## src/rtl/multicycle_control_if.sv

```systemverilog
// Controller <-> datapath/memory bundle for the multi-cycle MIPS controller.
// master: the controller (drives strobes/selects); slave: datapath + memory.
//
// Memory handshake: the controller holds MemRead or MemWrite (with IorD)
// steady for as long as an access is outstanding. The memory raises
// mem_ready in the cycle the access completes. That cycle is the last
// cycle of the access, and the controller moves on at the following edge.
// There is no separate request pulse, and mem_ready is ignored whenever
// neither MemRead nor MemWrite is high.
interface multicycle_control_if #(
    parameter int STATE_W = 4
);
    logic [5:0]         Opcode;
    logic               mem_ready;
    logic               PCWrite;
    logic               PCWriteCond;
    logic               IorD;
    logic               MemRead;
    logic               MemWrite;
    logic               IRWrite;
    logic               RegWrite;
    logic               ALUsrcA;
    logic               Arith;
    logic [1:0]         RegDstn;
    logic [1:0]         MemtoReg;
    logic [1:0]         ALUsrcB;
    logic [1:0]         ALUop;
    logic [1:0]         PCSource;
    logic               instr_done;
    logic               halted;
    logic [STATE_W-1:0] state_dbg;

    modport master (
        input  Opcode, mem_ready,
        output PCWrite, PCWriteCond, IorD, MemRead, MemWrite, IRWrite,
               RegWrite, ALUsrcA, Arith, RegDstn, MemtoReg, ALUsrcB,
               ALUop, PCSource, instr_done, halted, state_dbg
    );

    modport slave (
        output Opcode, mem_ready,
        input  PCWrite, PCWriteCond, IorD, MemRead, MemWrite, IRWrite,
               RegWrite, ALUsrcA, Arith, RegDstn, MemtoReg, ALUsrcB,
               ALUop, PCSource, instr_done, halted, state_dbg
    );
endinterface

```

## src/rtl/multicycle_control.sv

```systemverilog
// Multi-cycle MIPS controller FSM. It sequences a shared datapath that has
// one memory port, one ALU (which also forms PC+4 and the branch target),
// and IR/ALUOut/MDR registers.
// Supported instructions: R-type, addi, lw, sw, andi, beq and jal.
// Control encodings match the single-cycle control unit.
// Optional macro MCU_ILLEGAL_HALT_EN: an illegal opcode parks the FSM in
// HALT, with halted=1, until rst. Without the macro, an illegal opcode is
// executed as a NOP.
module multicycle_control #(
    parameter int         STATE_W = 4,
    parameter logic [5:0] OP_R    = 6'b000000,
    parameter logic [5:0] OP_ADDI = 6'b001000,
    parameter logic [5:0] OP_LW   = 6'b100011,
    parameter logic [5:0] OP_SW   = 6'b101011,
    parameter logic [5:0] OP_ANDI = 6'b001100,
    parameter logic [5:0] OP_BEQ  = 6'b000100,
    parameter logic [5:0] OP_JAL  = 6'b000011
) (
    input logic                  clk,
    input logic                  rst,
    multicycle_control_if.master bus
);

    typedef enum logic [STATE_W-1:0] {
        FETCH  = STATE_W'(0),
        DECODE = STATE_W'(1),
        MEMADR = STATE_W'(2),
        MEMRD  = STATE_W'(3),
        MEMWB  = STATE_W'(4),
        MEMWR  = STATE_W'(5),
        EXEC_R = STATE_W'(6),
        RWB    = STATE_W'(7),
        EXEC_I = STATE_W'(8),
        IWB    = STATE_W'(9),
        BRANCH = STATE_W'(10),
`ifdef MCU_ILLEGAL_HALT_EN
        JAL    = STATE_W'(11),
        HALT   = STATE_W'(12)
`else
        JAL    = STATE_W'(11)
`endif
    } state_t;

    state_t     state_q;
    state_t     state_d;
    logic [5:0] op_q;

    assign bus.state_dbg = state_q;

    // State register and opcode latch. The opcode is captured in DECODE,
    // because the later states need it after IR may no longer be trusted.
    always_ff @(posedge clk) begin
        if (rst) begin
            state_q <= FETCH;
            op_q    <= '0;
        end else begin
            state_q <= state_d;
            if (state_q == DECODE) begin
                op_q <= bus.Opcode;
            end
        end
    end

    // Next-state and Moore control decode. rst masks every output to 0.
    always_comb begin
        state_d         = FETCH;
        bus.PCWrite     = 1'b0;
        bus.PCWriteCond = 1'b0;
        bus.IorD        = 1'b0;
        bus.MemRead     = 1'b0;
        bus.MemWrite    = 1'b0;
        bus.IRWrite     = 1'b0;
        bus.RegWrite    = 1'b0;
        bus.ALUsrcA     = 1'b0;
        bus.Arith       = 1'b0;
        bus.RegDstn     = 2'b00;
        bus.MemtoReg    = 2'b00;
        bus.ALUsrcB     = 2'b00;
        bus.ALUop       = 2'b00;
        bus.PCSource    = 2'b00;
        bus.instr_done  = 1'b0;
        bus.halted      = 1'b0;
        if (!rst) begin
            case (state_q)
                FETCH: begin
                    // IR load and PC+4 commit only in the cycle the read completes.
                    bus.MemRead = 1'b1;
                    bus.ALUsrcB = 2'b01;
                    bus.IRWrite = bus.mem_ready;
                    bus.PCWrite = bus.mem_ready;
                    state_d     = bus.mem_ready ? DECODE : FETCH;
                end
                DECODE: begin
                    // The ALU speculatively forms the branch target while the opcode is decoded.
                    bus.ALUsrcB = 2'b11;
                    case (bus.Opcode)
                        OP_LW, OP_SW:     state_d = MEMADR;
                        OP_R:             state_d = EXEC_R;
                        OP_ADDI, OP_ANDI: state_d = EXEC_I;
                        OP_BEQ:           state_d = BRANCH;
                        OP_JAL:           state_d = JAL;
                        default: begin
`ifdef MCU_ILLEGAL_HALT_EN
                            state_d = HALT;
`else
                            state_d        = FETCH;
                            bus.instr_done = 1'b1;
`endif
                        end
                    endcase
                end
                MEMADR: begin
                    bus.ALUsrcA = 1'b1;
                    bus.ALUsrcB = 2'b10;
                    bus.Arith   = 1'b1;
                    state_d     = (op_q == OP_SW) ? MEMWR : MEMRD;
                end
                MEMRD: begin
                    bus.MemRead = 1'b1;
                    bus.IorD    = 1'b1;
                    state_d     = bus.mem_ready ? MEMWB : MEMRD;
                end
                MEMWB: begin
                    bus.MemtoReg   = 2'b01;
                    bus.RegWrite   = 1'b1;
                    bus.instr_done = 1'b1;
                end
                MEMWR: begin
                    // The store retires in the cycle the memory accepts it.
                    bus.MemWrite   = 1'b1;
                    bus.IorD       = 1'b1;
                    bus.instr_done = bus.mem_ready;
                    state_d        = bus.mem_ready ? FETCH : MEMWR;
                end
                EXEC_R: begin
                    bus.ALUsrcA = 1'b1;
                    bus.ALUop   = 2'b10;
                    state_d     = RWB;
                end
                RWB: begin
                    bus.RegDstn    = 2'b01;
                    bus.RegWrite   = 1'b1;
                    bus.instr_done = 1'b1;
                end
                EXEC_I: begin
                    bus.ALUsrcA = 1'b1;
                    bus.ALUsrcB = 2'b10;
                    if (op_q == OP_ANDI) begin
                        bus.ALUop = 2'b11;
                    end else begin
                        bus.Arith = 1'b1;
                    end
                    state_d = IWB;
                end
                IWB: begin
                    bus.RegWrite   = 1'b1;
                    bus.instr_done = 1'b1;
                end
                BRANCH: begin
                    bus.ALUsrcA     = 1'b1;
                    bus.ALUop       = 2'b01;
                    bus.Arith       = 1'b1;
                    bus.PCWriteCond = 1'b1;
                    bus.PCSource    = 2'b01;
                    bus.instr_done  = 1'b1;
                end
                JAL: begin
                    // PC already holds PC+4 from FETCH, and that is the link value written to $ra.
                    bus.RegDstn    = 2'b10;
                    bus.MemtoReg   = 2'b10;
                    bus.RegWrite   = 1'b1;
                    bus.PCWrite    = 1'b1;
                    bus.PCSource   = 2'b10;
                    bus.instr_done = 1'b1;
                end
`ifdef MCU_ILLEGAL_HALT_EN
                HALT: begin
                    bus.halted = 1'b1;
                    state_d    = HALT;
                end
`endif
                default: state_d = FETCH;
            endcase
        end
    end

endmodule

```

## src/flat_wrapper.sv

```systemverilog
// flat-port wrapper written by rule: the top's interface ports become plain ports
module multicycle_control_flat 
#(
    parameter int         STATE_W = 4,
    parameter logic [5:0] OP_R    = 6'b000000,
    parameter logic [5:0] OP_ADDI = 6'b001000,
    parameter logic [5:0] OP_LW   = 6'b100011,
    parameter logic [5:0] OP_SW   = 6'b101011,
    parameter logic [5:0] OP_ANDI = 6'b001100,
    parameter logic [5:0] OP_BEQ  = 6'b000100,
    parameter logic [5:0] OP_JAL  = 6'b000011
)
  (clk, rst, bus_Opcode, bus_mem_ready, bus_PCWrite, bus_PCWriteCond, bus_IorD, bus_MemRead, bus_MemWrite, bus_IRWrite, bus_RegWrite, bus_ALUsrcA, bus_Arith, bus_RegDstn, bus_MemtoReg, bus_ALUsrcB, bus_ALUop, bus_PCSource, bus_instr_done, bus_halted, bus_state_dbg);
  multicycle_control_if #(.STATE_W(STATE_W)) bus_i ();
  input logic clk;
  input logic rst;
  input wire logic [$bits(bus_i.Opcode)-1:0] bus_Opcode;
  input wire logic [$bits(bus_i.mem_ready)-1:0] bus_mem_ready;
  output wire logic [$bits(bus_i.PCWrite)-1:0] bus_PCWrite;
  output wire logic [$bits(bus_i.PCWriteCond)-1:0] bus_PCWriteCond;
  output wire logic [$bits(bus_i.IorD)-1:0] bus_IorD;
  output wire logic [$bits(bus_i.MemRead)-1:0] bus_MemRead;
  output wire logic [$bits(bus_i.MemWrite)-1:0] bus_MemWrite;
  output wire logic [$bits(bus_i.IRWrite)-1:0] bus_IRWrite;
  output wire logic [$bits(bus_i.RegWrite)-1:0] bus_RegWrite;
  output wire logic [$bits(bus_i.ALUsrcA)-1:0] bus_ALUsrcA;
  output wire logic [$bits(bus_i.Arith)-1:0] bus_Arith;
  output wire logic [$bits(bus_i.RegDstn)-1:0] bus_RegDstn;
  output wire logic [$bits(bus_i.MemtoReg)-1:0] bus_MemtoReg;
  output wire logic [$bits(bus_i.ALUsrcB)-1:0] bus_ALUsrcB;
  output wire logic [$bits(bus_i.ALUop)-1:0] bus_ALUop;
  output wire logic [$bits(bus_i.PCSource)-1:0] bus_PCSource;
  output wire logic [$bits(bus_i.instr_done)-1:0] bus_instr_done;
  output wire logic [$bits(bus_i.halted)-1:0] bus_halted;
  output wire logic [$bits(bus_i.state_dbg)-1:0] bus_state_dbg;
  assign bus_i.Opcode = bus_Opcode;
  assign bus_i.mem_ready = bus_mem_ready;
  assign bus_PCWrite = bus_i.PCWrite;
  assign bus_PCWriteCond = bus_i.PCWriteCond;
  assign bus_IorD = bus_i.IorD;
  assign bus_MemRead = bus_i.MemRead;
  assign bus_MemWrite = bus_i.MemWrite;
  assign bus_IRWrite = bus_i.IRWrite;
  assign bus_RegWrite = bus_i.RegWrite;
  assign bus_ALUsrcA = bus_i.ALUsrcA;
  assign bus_Arith = bus_i.Arith;
  assign bus_RegDstn = bus_i.RegDstn;
  assign bus_MemtoReg = bus_i.MemtoReg;
  assign bus_ALUsrcB = bus_i.ALUsrcB;
  assign bus_ALUop = bus_i.ALUop;
  assign bus_PCSource = bus_i.PCSource;
  assign bus_instr_done = bus_i.instr_done;
  assign bus_halted = bus_i.halted;
  assign bus_state_dbg = bus_i.state_dbg;
  multicycle_control #(.STATE_W(STATE_W), .OP_R(OP_R), .OP_ADDI(OP_ADDI), .OP_LW(OP_LW), .OP_SW(OP_SW), .OP_ANDI(OP_ANDI), .OP_BEQ(OP_BEQ), .OP_JAL(OP_JAL)) u_core (.clk(clk), .rst(rst), .bus(bus_i));
endmodule
```

## config.mk

```make
export PLATFORM = sky130hd
export DESIGN_NAME = multicycle_control_flat
export DESIGN_NICKNAME = d
export VERILOG_FILES = /design/src/rtl/multicycle_control_if.sv /design/src/rtl/multicycle_control.sv /design/src/flat_wrapper.sv
export SDC_FILE = /design/constraint.sdc
export NUM_CORES = 1
export LEC_CHECK = 0
export ABC_AREA = 1
export CORE_MARGIN = 10
export CORE_UTILIZATION = 37
export DETAILED_ROUTE_END_ITERATION = 8
export GPL_TIMING_DRIVEN = 0
export PLACE_DENSITY = 0.87
export SLEW_MARGIN = 20
export SYNTH_ARGS = -nofsm -noshare
export SYNTH_HDL_FRONTEND = slang
export SYNTH_SLANG_ARGS = --single-unit
export TNS_END_PERCENT = 100
```

## constraint.sdc

```tcl
create_clock -name clk -period 1.2 [get_ports clk]
set_clock_uncertainty 0.05 [all_clocks]
set_input_delay 0.24 -clock clk [delete_from_list [all_inputs] [get_ports clk]]
set_output_delay 0.24 -clock clk [all_outputs]
set_load 0.01 [all_outputs]
```

==> impl_metrics.json <==
{
  "synth_edf_count": 0,
  "synth_seq_area_share_pct": 26.2,
  "grt_pass1_wl_microns": 5790,
  "initial_core_util_pct": 38.9,
  "synth_top_cells_by_count": "nor2_1 (38), nand2_1 (24), inv_1 (17), o21ai_0 (11), dfxtp_1 (10)",
  "core_area_sq_um": 1960,
  "p_leak_nw": 0.853,
  "htree_levels": 1,
  "yosysUniqueCellTypes": 19,
  "min_path_type": "primary input to flip-flop",
  "crit_type": "flip-flop to output pin",
  "status": "complete, but fails checks",
  "r2r_cells": 11,
  "place_hpwl_microns": 2040,
  "via_per_inst": 5.64,
  "crit_path_max_fanout": 3,
  "post-place-cells": 197,
  "fp.dieW_microns": 65.4,
  "io_buffers": 32,
  "grt_pass1_vias": 1215,
  "worst_skew_pair.late_latency_ns": 0.28,
  "arrival_ns": 1.61,
  "violations": "negative setup slack",
  "hold_viol_final": 0,
  "r2r_slack_ns": -0.62,
  "syn2layout_area_growth_pct": 129,
  "hold_path_depth": 3,
  "nets": 221,
  "synthCells": 138,
  "grt_overflow": 0,
  "holdWs_ns": 0.396,
  "startpoint_type": "flip-flop",
  "cp-end-kind": "output pin",
  "totalWireLength_microns": 4680,
  "antenna_left": 0,
  "fin_cells": 238,
  "place_area_sq_um": 1190,
  "hp-start": "bus_Opcode[5]",
  "drv_slew": 0,
  "drc_errors": 0,
  "drive_above_1_share_pct": 64.5,
  "slowest_stage": "dfxtp_4",
  "cts_root_buf": "clkbuf_4",
  "syn-num-nets": 147,
  "ys_async_sr_fraction_pct": 0,
  "clk_pin_slew_ns": 0.07,
  "ys_ff_latch": 10,
  "setup_viol": 34,
  "dr.first_iter.drc_count": 106,
  "fin_crit_ns": 1.90,
  "synth_largest_area_cell": "dfxtp_1",
  "yosys-top-cells-area": "dfxtp_1 (26%), nor2_1 (19%), nand2_1 (12%)",
  "numCtsBuffers": 3,
  "ys_warn_count": 0,
  "final_cell_area_sq_um": 1740,
  "ios": 34,
  "r2r_end": "u_core.bus.state_dbg[0]",
  "synth.avg_cell_area_sq_um": 5.53,
  "num_vias": 1342,
  "fin_ws_ns": -0.699,
  "synth_area_sq_um": 763,
  "max_stage_delay_ns": 0.37,
  "rows": 16,
  "gr-usage-all-layers_pct": 16.5,
  "rsz0062_at_grt": "yes",
  "r2r_start": "u_core.bus.state_dbg[3]",
  "cts_buffer_depth": 2,
  "synthFlopType": "dfxtp_1",
  "synth_top_area_share_pct": 26.2,
  "globalplace.congestion": 0.989,
  "max-vdd-ir-drop_mv": 0.634,
  "fmax_ghz": 0.527,
  "finalCritPeriodShare_pct": 158,
  "grt_max_degree": 11,
  "cts.sinks": 10,
  "die_height_microns": 65.4,
  "hold_end": "u_core.op_q[5]",
  "drv_cap": 0,
  "antenna_found_initial": 0,
  "wl_per_cell_microns": 19.6,
  "crit_path_cell_trace": "buf_4, nor2_4, inv_2, nor2_4, nand2_1, nand3_1, nor2_2, nor2_2, buf_2",
  "cp_num_buf_inv": 3,
  "yosysMostFrequentCell": "nor2_1",
  "drt_first_pass_iters": 4,
  "antenna_cells": 0,
  "p_per_area_nw_per_um2": 606,
  "cp_top_family": "simple AND/OR/NAND/NOR gates",
  "cts_tree": "yes",
  "required_ns": 0.91,
  "die_area_sq_um": 4280
}
[placed cells by master, fill, tap and decap left out, types with 2 or more instances in the layout]
cell type / Yosys / routed
nand2_4: 0 / 5
clkdlybuf4s15_1: 0 / 2
a21oi_2: 0 / 3
nor2_2: 3 / 8
a21oi_1: 8 / 5
dfxtp_4: 0 / 4
clkbuf_8: 0 / 2
nand2_2: 1 / 7
buf_2: 0 / 16
inv_1: 17 / 6
nand2_1: 24 / 12
buf_6: 0 / 23
nand3_1: 9 / 5
dfxtp_1: 10 / 6
nor2_4: 0 / 12
nand3_2: 0 / 3
o21ai_0: 11 / 4
dlygate4sd2_1: 0 / 2
o21ai_2: 0 / 7
inv_4: 0 / 3
buf_4: 4 / 24
clkdlybuf4s50_1: 0 / 6
inv_2: 0 / 7
nor3_2: 0 / 2
clkbuf_4: 0 / 3
nand4_1: 2 / 2
nor2_1: 38 / 21
[state kept, by name (all words and copies together) (netlist names)]
register and count:
u_core.bus.state_dbg 4, u_core.op_q 6
[through the flow]
stage	utilization [%]	setup WS (ns)	total power [mW]	setup TNS [ns]
after floorplan	-	-0.178	0.488	-0.579
after global placement	60.6	-1.03	0.577	-18.05
after detailed placement	60.6	-1.05	0.585	-18.91
after CTS	77.6	-0.587	0.956	-9.19
after global routing	88.9	-0.739	1.09	-14.73
final	88.9	-0.699	1.06	-13.34
[logic make-up (layout without fill, tap and decap cells)]
| kind of cell | after synthesis | in the layout | share of synthesized area [%] |
|---|---|---|---|
| buffers and inverters | 23 | 96 | 13.3 |
| flip-flops | 10 | 10 | 26.2 |
| AND/OR/NAND/NOR | 82 | 82 | 44.9 |
| AO/OA/AOI/OAI | 22 | 22 | 15.1 |
| other | 1 | 1 | 0.491 |
[what timing repair did]
item                       4_1_cts  5_1_grt
hold buffers                     0        0
setup endpoints to repair       29       34
buffers inserted                23       18
resized for setup              158       36
gates cloned                     0        0
pin swaps                       13       19
[routing by layer]
layer  wire length (microns)  vias up  GRT usage (%)
met4                     295        0           8.82
met2                    2200       98           28.9
met5                       0        -              0
li1                        -      583              -
met1                    1730      634           17.4
met3                     451       27           4.92
[cell type report]
type	instances	area [sq um]
Clock buffer	4	36.3
Multi-Input combinational cell	105	738
Inverter	17	75.1
Timing Repair Buffer	69	579
Buffer	6	66.3
Sequential cell	10	215
Fill cell	90	218
Tap cell	27	33.8
[worst max-delay path by stage]
stage	cells past startpoint	end	slack (ns)	start
finish	9	bus_instr_done	-0.70	u_core.bus.state_dbg[3]
global route	8	bus_instr_done	-0.74	bus_Opcode[4]
CTS	9	bus_instr_done	-0.59	u_core.bus.state_dbg[2]
detailed placement	8	bus_instr_done	-1.05	bus_Opcode[4]
global placement	8	bus_instr_done	-1.03	bus_Opcode[4]
floorplan	8	bus_instr_done	-0.18	u_core.bus.state_dbg[3]
[power by group]
part / internal [mW] / switching, mW
Combinational: 0.167 / 0.197
Sequential: 0.347 / 0.0213
Clock: 0.185 / 0.140
Total: 0.699 / 0.358
[worst min-delay path: stages]
cell and delay (ns):
dlygate4sd2_1 0.31, nor2_4 0.06, nor2_1 0.08
(Power assumes the default switching activity.)
